File: config.mk
export PLATFORM = sky130hd
export DESIGN_NAME = instr_fetch_unit
export DESIGN_NICKNAME = d
export VERILOG_FILES = /design/src/rtl/instr_fetch_unit_pkg.sv /design/src/rtl/instr_fetch_unit_pc_counter.sv /design/src/rtl/instr_fetch_unit.sv
export SDC_FILE = /design/constraint.sdc
export NUM_CORES = 1
export LEC_CHECK = 0
export CAP_MARGIN = 10
export CORE_AREA = 2 2 71 56
export CTS_BUF_LIST = sky130_fd_sc_hd__clkbuf_8 sky130_fd_sc_hd__clkbuf_16
export CTS_CLUSTER_DIAMETER = 30
export DETAILED_ROUTE_END_ITERATION = 8
export DIE_AREA = 0 0 73 58
export PLACE_DENSITY = 0.86
export SETUP_SLACK_MARGIN = 0.05
export SLEW_MARGIN = 25
export SYNTH_ARGS = -nofsm -noshare
export SYNTH_HDL_FRONTEND = slang
export SYNTH_SLANG_ARGS = --single-unit
File: constraint.sdc
create_clock -name clk -period 1.7 [get_ports clk]
set_input_delay 0.34 -clock clk [delete_from_list [all_inputs] [get_ports clk]]
set_output_delay 0.34 -clock clk [all_outputs]
set_load 0.02 [all_outputs]
File: src/rtl/instr_fetch_unit_pkg.sv
// ----------------------------------------------------------------------------
// ifetch_pkg
// Shared types and defaults for the instruction fetch unit and the
// instruction memory it reads from.
//   ifetch_state_t : fetch FSM states
//   ADDR_W_DEF     : default IRAM address width
//   INSTR_W_DEF    : default instruction width
//   END_OP_DEF     : default opcode that halts fetching
// ----------------------------------------------------------------------------
package ifetch_pkg;

   localparam int ADDR_W_DEF  = 8;
   localparam int INSTR_W_DEF = 8;
   localparam logic [7:0] END_OP_DEF = 8'hFF;

   typedef enum logic [2:0] {
      IDLE  = 3'd0,
      ISSUE = 3'd1,
      WAIT  = 3'd2,
      VALID = 3'd3,
      DONE  = 3'd4
   } ifetch_state_t;

endpackage

File: src/rtl/instr_fetch_unit_pc_counter.sv
// ----------------------------------------------------------------------------
// pc_counter
// Program counter register with prioritised load / jump / increment / hold.
// pc_next is exposed so the fetch FSM can issue the new address on the same
// edge the PC is updated.
// Ports:
//   clk, rst    : clock, synchronous active-high reset (pc <= START_ADDR)
//   load_start  : load START_ADDR
//   load_jump   : load jump_addr
//   inc         : pc + 1, wrapping modulo 2**ADDR_W
//   jump_addr   : jump target
//   pc          : registered program counter
//   pc_next     : value pc takes at the next edge (absent reset)
// ----------------------------------------------------------------------------
module pc_counter
   import ifetch_pkg::*;
#(
   parameter int ADDR_W = ADDR_W_DEF,
   parameter logic [ADDR_W-1:0] START_ADDR = {ADDR_W{1'b0}}
) (
   input  logic              clk,
   input  logic              rst,
   input  logic              load_start,
   input  logic              load_jump,
   input  logic              inc,
   input  logic [ADDR_W-1:0] jump_addr,
   output logic [ADDR_W-1:0] pc,
   output logic [ADDR_W-1:0] pc_next
);

   localparam logic [ADDR_W-1:0] PC_ONE = {{(ADDR_W-1){1'b0}}, 1'b1};

   // Next-PC selection; the plain add wraps naturally at the top of the space.
   always_comb begin
      pc_next = pc;
      if (load_start) begin
         pc_next = START_ADDR;
      end else if (load_jump) begin
         pc_next = jump_addr;
      end else if (inc) begin
         pc_next = pc + PC_ONE;
      end else begin
         pc_next = pc;
      end
   end

   // PC register.
   always_ff @(posedge clk) begin
      if (rst) begin
         pc <= START_ADDR;
      end else begin
         pc <= pc_next;
      end
   end

endmodule

File: src/rtl/instr_fetch_unit.sv
// ----------------------------------------------------------------------------
// instr_fetch_unit
// Initiator side of the instruction-memory read port. Issues one IRAM read,
// captures the registered IRAM data a cycle later and offers it to the
// control unit on a valid/ready handshake. Halts on END_OP; restarts on start.
// Ports:
//   clk, rst     : clock, synchronous active-high reset
//   start        : begin fetching from START_ADDR (IDLE/DONE only)
//   read_IRAM    : IRAM read enable (registered, single-cycle pulses)
//   addr         : IRAM address (registered, held between issues)
//   instr_in     : IRAM data, valid the cycle after read_IRAM was sampled
//   instr_valid  : instr holds a fetched instruction
//   instr_ready  : control unit accepts instr when instr_valid=1
//   instr        : held instruction
//   jump_en      : with an accepted instr, next fetch from jump_addr
//   jump_addr    : jump target
//   pc           : address of instruction held / being fetched
//   busy         : fetching (ISSUE/WAIT/VALID)
//   done         : END_OP accepted
// ----------------------------------------------------------------------------
module instr_fetch_unit
   import ifetch_pkg::*;
#(
   parameter int ADDR_W  = ADDR_W_DEF,
   parameter int INSTR_W = INSTR_W_DEF,
   parameter logic [ADDR_W-1:0]  START_ADDR = {ADDR_W{1'b0}},
   parameter logic [INSTR_W-1:0] END_OP     = END_OP_DEF
) (
   input  logic               clk,
   input  logic               rst,
   input  logic               start,
   output logic               read_IRAM,
   output logic [ADDR_W-1:0]  addr,
   input  logic [INSTR_W-1:0] instr_in,
   output logic               instr_valid,
   input  logic               instr_ready,
   output logic [INSTR_W-1:0] instr,
   input  logic               jump_en,
   input  logic [ADDR_W-1:0]  jump_addr,
   output logic [ADDR_W-1:0]  pc,
   output logic               busy,
   output logic               done
);

   ifetch_state_t     state_r;
   logic              load_start_s;
   logic              accept_s;
   logic              is_end_s;
   logic              load_jump_s;
   logic              inc_s;
   logic [ADDR_W-1:0] pc_next_s;

   // Decode handshake events into PC control strobes.
   always_comb begin
      load_start_s = 1'b0;
      accept_s     = 1'b0;
      is_end_s     = 1'b0;
      load_jump_s  = 1'b0;
      inc_s        = 1'b0;
      if ((state_r == IDLE) || (state_r == DONE)) begin
         load_start_s = start;
      end else begin
         load_start_s = 1'b0;
      end
      accept_s    = (state_r == VALID) && instr_ready;
      is_end_s    = (instr == END_OP);
      // An accepted END_OP freezes the PC and ignores any jump request.
      load_jump_s = accept_s && !is_end_s && jump_en;
      inc_s       = accept_s && !is_end_s && !jump_en;
   end

   pc_counter #(
      .ADDR_W     (ADDR_W),
      .START_ADDR (START_ADDR)
   ) u_pc_counter (
      .clk        (clk),
      .rst        (rst),
      .load_start (load_start_s),
      .load_jump  (load_jump_s),
      .inc        (inc_s),
      .jump_addr  (jump_addr),
      .pc         (pc),
      .pc_next    (pc_next_s)
   );

   // Fetch FSM with registered IRAM and control-unit outputs.
   always_ff @(posedge clk) begin
      if (rst) begin
         state_r     <= IDLE;
         read_IRAM   <= 1'b0;
         addr        <= {ADDR_W{1'b0}};
         instr       <= {INSTR_W{1'b0}};
         instr_valid <= 1'b0;
         busy        <= 1'b0;
         done        <= 1'b0;
      end else begin
         case (state_r)
            IDLE, DONE: begin
               read_IRAM <= 1'b0;
               if (start) begin
                  state_r   <= ISSUE;
                  read_IRAM <= 1'b1;
                  addr      <= pc_next_s;
                  busy      <= 1'b1;
                  done      <= 1'b0;
               end
            end
            ISSUE: begin
               state_r   <= WAIT;
               read_IRAM <= 1'b0;
            end
            WAIT: begin
               // IRAM output registered its data at the ISSUE->WAIT edge.
               state_r     <= VALID;
               instr       <= instr_in;
               instr_valid <= 1'b1;
            end
            VALID: begin
               if (instr_ready) begin
                  instr_valid <= 1'b0;
                  if (is_end_s) begin
                     state_r <= DONE;
                     busy    <= 1'b0;
                     done    <= 1'b1;
                  end else begin
                     state_r   <= ISSUE;
                     read_IRAM <= 1'b1;
                     addr      <= pc_next_s;
                  end
               end
            end
            default: begin
               state_r     <= IDLE;
               read_IRAM   <= 1'b0;
               instr_valid <= 1'b0;
               busy        <= 1'b0;
               done        <= 1'b0;
            end
         endcase
      end
   end

endmodule

Word-level counts from Yosys, hierarchy flattened
Index checks and enable logic that the tools add are counted. W data, S select, Z words.

Flip-flop bits (word level): 31. Logic and storage cells: 64.

$add $sub $neg: 1. Equality and inequality tests: 9. Mux-type cells: 26. Bitwise logic cells: 3. Reduce and logical (&&, ||, !) cells: 17.

Operators by type and width (count): $mux W8 (6); $pmux W8 S2 (1); $pmux W1 S3 (4); $pmux W3 S4 (1); $mux W1 (11); $mux W3 (3); $add A8 B1 Y8 const B (1); $eq A8 B8 Y1 const B (1); $ne A2 B2 Y1 const B (4); $reduce_and A4 Y1 (2); $eq A3 B2 Y1 const B (2); $logic_and A1 B1 Y1 (4); $reduce_and A2 Y1 (2); $reduce_or A2 Y1 (2); $eq A3 B1 Y1 const B (1); $eq A3 B3 Y1 const B (1); $logic_not A3 Y1 (1); $not A1 Y1 (3); $reduce_and A3 Y1 (1); $reduce_or A3 Y1 (1); $logic_not A1 Y1 (2); $reduce_bool A2 Y1 (1); $logic_or A1 B1 Y1 (1).

Depth between registers and ports, before layout
Gate-level depths: netlist of the first run.

Depth in word-level cells: 10. Mapped depth: 6.

Hierarchy
From an unflattened synthesis of the first run, not the netlist that was laid out.

Cell total of the unflattened synthesis: 173. Area total of the unflattened synthesis: 1460.2 um2.

Modules (own cells, without submodules): instr_fetch_unit (times used 1, cells each 115, area an instance 939.7 um2); pc_counter (times used 1, cells each 58, area an instance 520.5 um2).

Least setup slack after synthesis of the first run
OpenSTA, ideal clock, no wires.

Path kind: flip-flop to flip-flop. From: reg u_pc_counter.pc[3]. To: reg u_pc_counter.pc[7]. Library setup time: 81 ps. Data arrival time: 1598 ps. Data required time: 1619 ps. Setup slack: 22 ps. Stages on the path, launching flop included: 6. Cells stage by stage: dfxtp_1 > buf_2 > nand4_1 > or2_2 > or4_1 > a41oi_1.

Word-level cells in the longest chain between the ends: 4.

RTL lines: from (decl) (RTL line instr_fetch_unit_pc_counter.sv:27) `output logic [ADDR_W-1:0] pc,`; from (signal assigned) (RTL line instr_fetch_unit_pc_counter.sv:52) `pc <= pc_next;`; $add A8 B1 Y8 (RTL line instr_fetch_unit_pc_counter.sv:41) `pc_next = pc + PC_ONE;`; $mux W8 (RTL line instr_fetch_unit_pc_counter.sv:40) `end else if (inc) begin`; $mux W8 (RTL line instr_fetch_unit_pc_counter.sv:38) `end else if (load_jump) begin`; $mux W8 (RTL line instr_fetch_unit_pc_counter.sv:36) `if (load_start) begin`.

No other way between the ends. A chain may end at the register's enable or synchronous reset.

Worst setup path after layout of the first run
From: reg instr[7]. To: out instr[7].

RTL lines: from (decl) (RTL line instr_fetch_unit.sv:37) `output logic [INSTR_W-1:0] instr,`; from (signal assigned) (RTL line instr_fetch_unit.sv:92) `instr <= {INSTR_W{1'b0}};`; from (signal assigned) (RTL line instr_fetch_unit.sv:115) `instr <= instr_in;`.

No word-level cell between the ends.

==> flow_metrics.tcl, run 1 <==
set metrics [dict create \
    status "finished clean" \
    drive_gt1_frac 0.149 \
    grt_overflow_total 0 \
    worstMarginPinSlew_ns 0.401 \
    h-tree-depth 2 \
    cp-start-kind "flop" \
    place_inst 283 \
    routed_wl_mm 4.50 \
    crit_arrival_ns 1.28 \
    synthFlopType "dfxtp_1" \
    initial_core_util 0.429 \
    grt_setup_unrepaired "false" \
    grt_pass1_vias 1495 \
    clock_latency_ns 0.29 \
    die_y_um 58 \
    grt_pass1_wl_mm 6.89 \
    port_buffers 48 \
    cpLargestDelayFamily "buffers and inverters" \
    cp_num_buf_inv 1 \
    grt.total_usage 0.213 \
    die_w_um 73 \
    cts_made_buffers 5 \
    cts_setup_buffers 0 \
    syn_area_per_cell_sq_um 8.08 \
    slowest_delay_ns 0.62 \
    critPathKind "reg2out" \
    core_area_sq_um 3540 \
    p_leak_nw 0.941 \
    crit_path_top_delay_cell "clkdlybuf4s50_1" \
    synth_edf_count 0 \
    fin_nets 270 \
    cts.sinks 31 \
    dr.pass1.iters 5 \
    cts.clk_slew.worst_paths_ns 0.06 \
    yosysSeqAreaShare 0.409 \
    setup-tns-final_ns 0 \
    cap_violations 0 \
    cp_max_fo 4 \
    dr.first_iter.drc_count 162 \
    clock_path_buffers 2 \
    synth_cells 188 \
    fin_crit_ns 1.62 \
    cp-end-kind "primary output" \
    antenna_found_initial 0 \
    power.density_nw_per_um2 862 \
    ys_seq_elements 31 \
    syn_area_sq_um 1520 \
    setup_viol 0 \
    fp-row-count 19 \
    hold_viol_final 0 \
    vias 1715 \
    clock_skew_ns 0.00620 \
    ant_nets 0 \
    fmaxAchievable_mhz 616 \
    vias_per_cell 5.89 \
    tritoncts "done" \
    grt_start_max_net_pins 17 \
    diodes 0 \
    crit_path_cell_trace "clkdlybuf4s50_1" \
    die_area_sq_um 4230 \
    synth_cell_types 45 \
    final.period_utilization 0.955 \
    dp_hpwl_mm 3.14 \
    wl_per_cell_um 15.5 \
    post_layout_nonfiller_instances 291 \
    syn-num-nets 210 \
    critical_path_required_ns 1.36 \
    reg2reg_slack_ns 0.12 \
    syn_to_final_growth_pct 48.8 \
    yosysWarnings 0 \
    slew_violations 0 \
    clock-root-buffer "clkbuf_8" \
    synthArstFlopShare 0 \
    ios 49 \
    gp_congestion 0.930 \
    timing.slew.headroom 0.729 \
    drc_errors 0 \
    ir_drop_uv 542 \
    hold_class "in2reg" \
]
[cells in the mapped netlist (4+ instances only)]
cell type,number,area [sq um]
nand3_1,8,40.0
dfxtp_1,31,621
a21oi_1,22,110
nor2_1,13,48.8
nand2_1,20,75.1
a211oi_1,5,37.5
nor3_1,6,30.0
nand2b_1,6,37.5
clkbuf_1,7,26.3
o21ai_0,14,70.1
a22oi_1,5,37.5
buf_2,4,20.0
[layout by cell type (no fill, tap or decap), types with 2 or more instances in the layout]
cell,count
nor2_1,13
dfxtp_1,28
clkbuf_8,7
nor3b_1,2
o21ai_0,14
nand2_1,20
nand4_1,3
nand3_1,8
clkdlybuf4s50_1,34
inv_1,2
nand2b_1,6
and4_1,3
dfxtp_2,3
o211ai_1,2
dlymetal6s2s_1,8
a22oi_1,5
a21oi_1,22
a31oi_1,3
dlygate4sd2_1,6
a211oi_1,4
buf_4,19
xnor2_1,2
nor3_1,6
a21o_1,3
or2_2,3
[layout make-up]
type                       instances  area, sq um
sequential                        31          624
clock inverter                     1         3.75
multi-input combinational        142          845
inverter                           1         3.75
fill                             306         1280
tap                               42         52.6
clock buffer                       7         96.3
timing repair buffer              67          636
[report_power, final]
group | total, mW | switching [mW] | internal [mW] | leakage (nW)
clock network | 0.639 | 0.276 | 0.363 | 0.0557
logic | 0.483 | 0.253 | 0.230 | 0.633
registers | 0.827 | 0.0487 | 0.778 | 0.253
total | 1.95 | 0.577 | 1.37 | 0.941
[final timing paths]
check	startpoint	to	depth (start not counted)
worst min register to register	addr[4]	addr[4]	2
worst max-delay path	instr[7]	instr[7]	1
worst max register to register	u_pc_counter.pc[5]	u_pc_counter.pc[7]	4
worst min-delay path	instr_ready	state_r[1]	3
[per-layer routing]
layer,up-vias,wire [um],GRT usage
met2,81,2140,0.324
met5,-,0,0
li1,822,-,-
met1,805,1970,0.288
met4,0,53,0.0556
met3,7,331,0.0765
[state kept, by name, summed over array words and instances, names as in the netlist]
register,cells
addr,8
instr,8
u_pc_counter.pc,8
state_r,3
busy,1
done,1
instr_valid,1
read_IRAM,1
[cells by family after synthesis]
family | count (synthesis) | share of synthesized area
buffers and inverters | 15 | 0.0437
and+or+nand+nor | 70 | 0.236
AOI/OAI and AO/OA | 68 | 0.285
DFF | 31 | 0.409
xor gates and xnor gates | 2 | 0.0115
adders and majority gates | 1 | 0.00824
muxes | 1 | 0.00659
[repair_timing]
action | 4_1_cts | 5_1_grt
pin swaps | 0 | 1
endpoints found under the setup margin | 6 | 16
gates resized for setup | 6 | 13
hold buffers | 0 | 0
[metrics by stage]
step	hold slack, ns	utilization	power, mW	area [sq um]	worst slack, ns
global route	0.471	0.638	2.04	2260	0.0502
CTS	0.464	0.628	1.96	2230	0.0518
floorplan	0.455	-	1.09	1520	0.0663
finish	0.445	0.638	1.95	2260	0.0757
detailed placement	0.450	0.602	1.32	2130	-0.194
global placement	0.444	0.602	1.31	2130	-0.150
No activity file was read; power rests on OpenSTA's default activity.
==> run 2, diff against run 1 <==
CORE_AREA = 2 2 59 66   (was 2 2 71 56)
DIE_AREA = 0 0 61 68   (was 0 0 73 58)
==> run 2 against run 1 <==
Net effect:
- clock-buffer cell count shrank 1
- utilization grew 1.8 points
- combinational power grew 4.8%
- routed wire length shrank 4.8%
- power shrank 1.1%
- critical path depth is the same
==> flow_metrics.tcl, run 2 (same netlist as run 1, synthesis figures left out) <==
set metrics [dict create \
    grt_overflow_total 0 \
    die_area_sq_um 4150 \
    h-tree-depth 2 \
    slowest_delay_ns 0.62 \
    hold_class "in2reg" \
    place_inst 299 \
    dr.first_iter.drc_count 94 \
    crit_path_cell_trace "clkdlybuf4s50_1" \
    grt_setup_unrepaired "true" \
    crit_path_top_delay_cell "clkdlybuf4s50_1" \
    fin_util 0.657 \
    power.density_nw_per_um2 829 \
    crit_arrival_ns 1.27 \
    grt.total_usage 0.230 \
    routed_wl_mm 4.28 \
    syn_to_final_growth_pct 53.0 \
    timing.slew.headroom 0.787 \
    fin_area_sq_um 2320 \
    fin_nets 279 \
    critical_path_required_ns 1.36 \
    ios 49 \
    p_total_mw 1.93 \
    port_buffers 48 \
    final_cell_mix "clkdlybuf4s50_1, dfxtp_1, buf_4" \
    met3_usage 0.0681 \
    cpLargestDelayFamily "buffers and inverters" \
    status "finished clean" \
    fin_crit_ns 1.61 \
    post_layout_nonfiller_instances 307 \
    clock_skew_ns 0.0127 \
    setup-tns-final_ns 0 \
    cap_violations 0 \
    worstMarginPinSlew_ns 0.316 \
    core_area_sq_um 3540 \
    grt_pass1_wl_mm 7.00 \
    clock-root-buffer "clkbuf_8" \
    diodes 0 \
    ant_nets 0 \
    grt_pass1_vias 1587 \
    cp-start-kind "flop" \
    setup_viol 0 \
    cp-end-kind "primary output" \
    fill_cells 308 \
    cp_num_buf_inv 1 \
    cts.sinks 31 \
    grtUsageMet2 0.407 \
    dp_hpwl_mm 3.14 \
    die_w_um 61 \
    clock_path_buffers 2 \
    reg_top3 "addr: 8 flops, instr: 8 flops, u_pc_counter.pc: 8 flops" \
    grt_start_max_net_pins 15 \
    use_met1 0.257 \
    vias 1651 \
    slew_violations 0 \
    wl_per_cell_um 13.9 \
    die_y_um 68 \
    startpoint "instr[5]" \
    cp_max_fo 4 \
    final_common_cell "clkdlybuf4s50_1" \
    clock_latency_ns 0.30 \
    fp-row-count 23 \
    initial_core_util 0.429 \
    p_leak_nw 0.942 \
    dr.pass1.iters 4 \
    r2r_start "u_pc_counter.pc[1]" \
    gp_congestion 0.856 \
    vias_per_cell 5.38 \
    holdCritStartpoint "instr_ready" \
    antenna_found_initial 0 \
    hold_viol_final 0 \
    top_usage_layer "met2" \
    fmaxAchievable_mhz 622 \
    drive_gt1_frac 0.179 \
    placed_cell_area_sq_um 2200 \
    critPathKind "reg2out" \
    cts_made_buffers 5 \
    final.period_utilization 0.946 \
    tritoncts "done" \
    ir_drop_uv 546 \
    drc_errors 0 \
    cts.clk_slew.worst_paths_ns 0.06 \
]
-- run 2: final timing paths --
path	end	slack, ns	cells after the start
setup / recovery	instr[5]	0.09	1
hold / removal	state_r[1]	0.44	3
setup reg to reg	u_pc_counter.pc[7]	0.16	4
hold reg to reg	addr[2]	0.44	2
-- run 2: report_power, final --
group          total (mW)  internal (mW)  switching (mW)
sequential          0.821          0.778          0.0432
combinational       0.506          0.251           0.255
clock               0.600          0.317           0.283
total                1.93           1.35           0.581
-- run 2: layer usage --
metal,up-vias,share of wire,wire (um)
met4,0,0.016,70
met1,766,0.43,1840
met3,5,0.056,239
met2,48,0.50,2140
li1,832,-,-
met5,-,0,0
-- run 2: metrics by stage --
stage | worst slack (ns) | hold WS (ns)
3_5_place_dp | -0.216 | 0.438
6_report | 0.0915 | 0.435
2_1_floorplan | 0.0663 | 0.455
5_1_grt | 0.0269 | 0.468
3_3_place_gp | -0.179 | 0.436
4_1_cts | 0.0672 | 0.447
-- run 2: final cells by class --
type                    count  area, sq um  share of cell area
multi-input cells         142          855               0.368
repair buffers             76          693               0.298
flip-flops and latches     31          623               0.268
clock buffers               6         82.6              0.0355
well taps                  50         62.6              0.0269
clock inverters             1         5.00             0.00215
inverters                   1         3.75             0.00161
-- run 2: timing repair --
| action | in CTS | in global routing |
|---|---|---|
| buffers inserted | 0 | 1 |
| pin swaps | 0 | 1 |
| hold buffers | 0 | 0 |
| setup endpoints to repair | 8 | 18 |
| gates resized for setup | 8 | 10 |
| hold endpoints to repair | 0 | 0 |
==> run 3, diff against run 2 <==
CELL_PAD_IN_SITES_DETAIL_PLACEMENT = 1   (was not set)
CELL_PAD_IN_SITES_GLOBAL_PLACEMENT = 2   (was not set)
CORE_AREA = 2 2 78 87   (was 2 2 59 66)
DIE_AREA = 0 0 80 89   (was 0 0 61 68)
GPL_ROUTABILITY_DRIVEN = 0   (was not set)
REMOVE_ABC_BUFFERS = 1   (was not set)
==> run 3 against run 2 <==
Net effect:
- worst setup slack gained 0.0078 ns
- register-to-register slack is essentially flat
- die area up 72%
- power rose by 8.8%
- flip-flop and latch count unchanged
- clock power increased by 27%
- cell count rose by 9.8%
- clock skew fell by 0.0026 ns
- sequential power up 0.6%
- final area is 3.8% higher
- largest cell class unchanged
- highest routed layer unchanged
==> flow_metrics.tcl, run 3 (same netlist as run 1, synthesis figures left out) <==
set metrics [dict create \
    ant_nets 0 \
    critical_path_required_ns 1.36 \
    final.period_utilization 0.942 \
    final_cell_mix "clkdlybuf4s50_1, dfxtp_1, buf_4" \
    setup_viol 0 \
    dr.first_iter.drc_count 59 \
    power.density_nw_per_um2 869 \
    r2r_start "u_pc_counter.pc[1]" \
    antenna_found_initial 0 \
    clock_skew_ns 0.0101 \
    grt_overflow_total 0 \
    cpLargestDelayFamily "buffers and inverters" \
    fin_crit_ns 1.60 \
    core_area_sq_um 6160 \
    crit_arrival_ns 1.26 \
    diodes 0 \
    cp-end-kind "primary output" \
    cp_num_buf_inv 1 \
    clock_latency_ns 0.28 \
    holdWs_ns 0.455 \
    grt_pass1_vias 1696 \
    fp-row-count 30 \
    fmaxAchievable_mhz 625 \
    final_common_cell "clkdlybuf4s50_1" \
    die_y_um 89 \
    cts.clk_slew.worst_paths_ns 0.07 \
    die_area_sq_um 7120 \
    h-tree-depth 2 \
    grt_start_max_net_pins 17 \
    drc_errors 0 \
    syn_to_final_growth_pct 58.8 \
    fin_util 0.392 \
    clock_path_buffers 2 \
    critPathKind "reg2out" \
    reg_top3 "addr: 8 flops, instr: 8 flops, u_pc_counter.pc: 8 flops" \
    clock-root-buffer "clkbuf_8" \
    min_to "addr[2]" \
    cts_made_buffers 5 \
    wl_per_cell_um 14.3 \
    slew_violations 0 \
    routed_wl_mm 4.82 \
    status "finished clean" \
    vias_per_cell 4.88 \
    fin_nets 278 \
    slowest_delay_ns 0.62 \
    drive_gt1_frac 0.171 \
    dr.pass1.iters 4 \
    ir_drop_uv 374 \
    port_buffers 48 \
    timing.slew.headroom 0.731 \
    grt_setup_unrepaired "true" \
    rr_worst_depth 4 \
    holdCritStartpoint "addr[2]" \
    p_leak_nw 1.05 \
    tritoncts "done" \
    cts.sinks 31 \
    crit_path_cell_trace "clkdlybuf4s50_1" \
    hold_viol_final 0 \
    fill_cells 757 \
    timing.rr.end "u_pc_counter.pc[7]" \
    cap_violations 0 \
    hold_depth 2 \
    cts_setup_buffers 0 \
    crit_path_top_delay_cell "clkdlybuf4s50_1" \
    worstMarginPinSlew_ns 0.398 \
    hold_class "reg2reg" \
    cp_max_fo 2 \
    grt.total_usage 0.145 \
    ios 49 \
    dp_hpwl_mm 3.65 \
    reg2reg_slack_ns 0.16 \
    cp-start-kind "flop" \
    grt_pass1_wl_mm 8.14 \
    vias 1643 \
    die_w_um 80 \
    initial_core_util 0.247 \
]
## run 3: cell types whose count changed in the layout (fill, tap and decap cells not counted), sizes merged
cell           before  now
clkdlybuf4s50      35   32
buf                28   27
dlygate4sd2         8    5
bufinv              0    1
dlymetal6s2s        5   11
## run 3: worst max-delay path by stage
stage,end,cells past startpoint,slack [ns],from
finish,done,1,0.1,done
global route,addr[1],7,0.01,instr_ready
CTS,pc[6],1,0.05,u_pc_counter.pc[6]
detailed placement,u_pc_counter.pc[5],5,-0.19,instr_ready
global placement,u_pc_counter.pc[5],5,-0.18,instr_ready
floorplan,addr[5],4,-0.05,state_r[0]
## run 3: timing repair
item / in CTS / in global routing
resized for setup: 5 / 17
hold buffers: 0 / 0
pin swaps: 0 / 1
endpoints found under the setup margin: 5 / 20
## run 3: per-stage QoR
step / std cells / instance area [sq um] / setup TNS (ns) / worst slack [ns] / power [mW]
4_1_cts: 337 / 2360 / 0 / 0.0507 / 2.13
3_5_place_dp: 329 / 2250 / -2.45 / -0.194 / 1.35
6_report: 337 / 2410 / 0 / 0.0993 / 2.10
5_1_grt: 337 / 2410 / 0 / 0.0144 / 2.21
3_3_place_gp: 329 / 2250 / -1.86 / -0.177 / 1.34
2_1_floorplan: 174 / 1460 / -0.0556 / -0.0527 / 1.06
## run 3: report_power, final
part	leakage, nW	switching (mW)	internal (mW)	total, mW
registers	0.252	0.0482	0.778	0.826
clock network	0.0612	0.288	0.474	0.762
logic	0.739	0.260	0.248	0.509
## run 3: area by class of cell
cell class,count,area (sq um),share of cell area
Clock buffer,6,82.6,0.0342
Clock inverter,2,35.0,0.0145
Inverter,1,3.75,0.00156
Multi-Input combinational cell,142,848,0.352
Sequential cell,31,622,0.258
Tap cell,80,100,0.0415
Timing Repair Buffer,75,721,0.299
## run 3: per-layer routing
layer	global-route usage	wire length [um]	up-vias
li1	-	-	831
met1	0.183	2270	766
met2	0.244	2210	40
met3	0.0394	288	6
met4	0.0416	57	0
met5	0	0	-
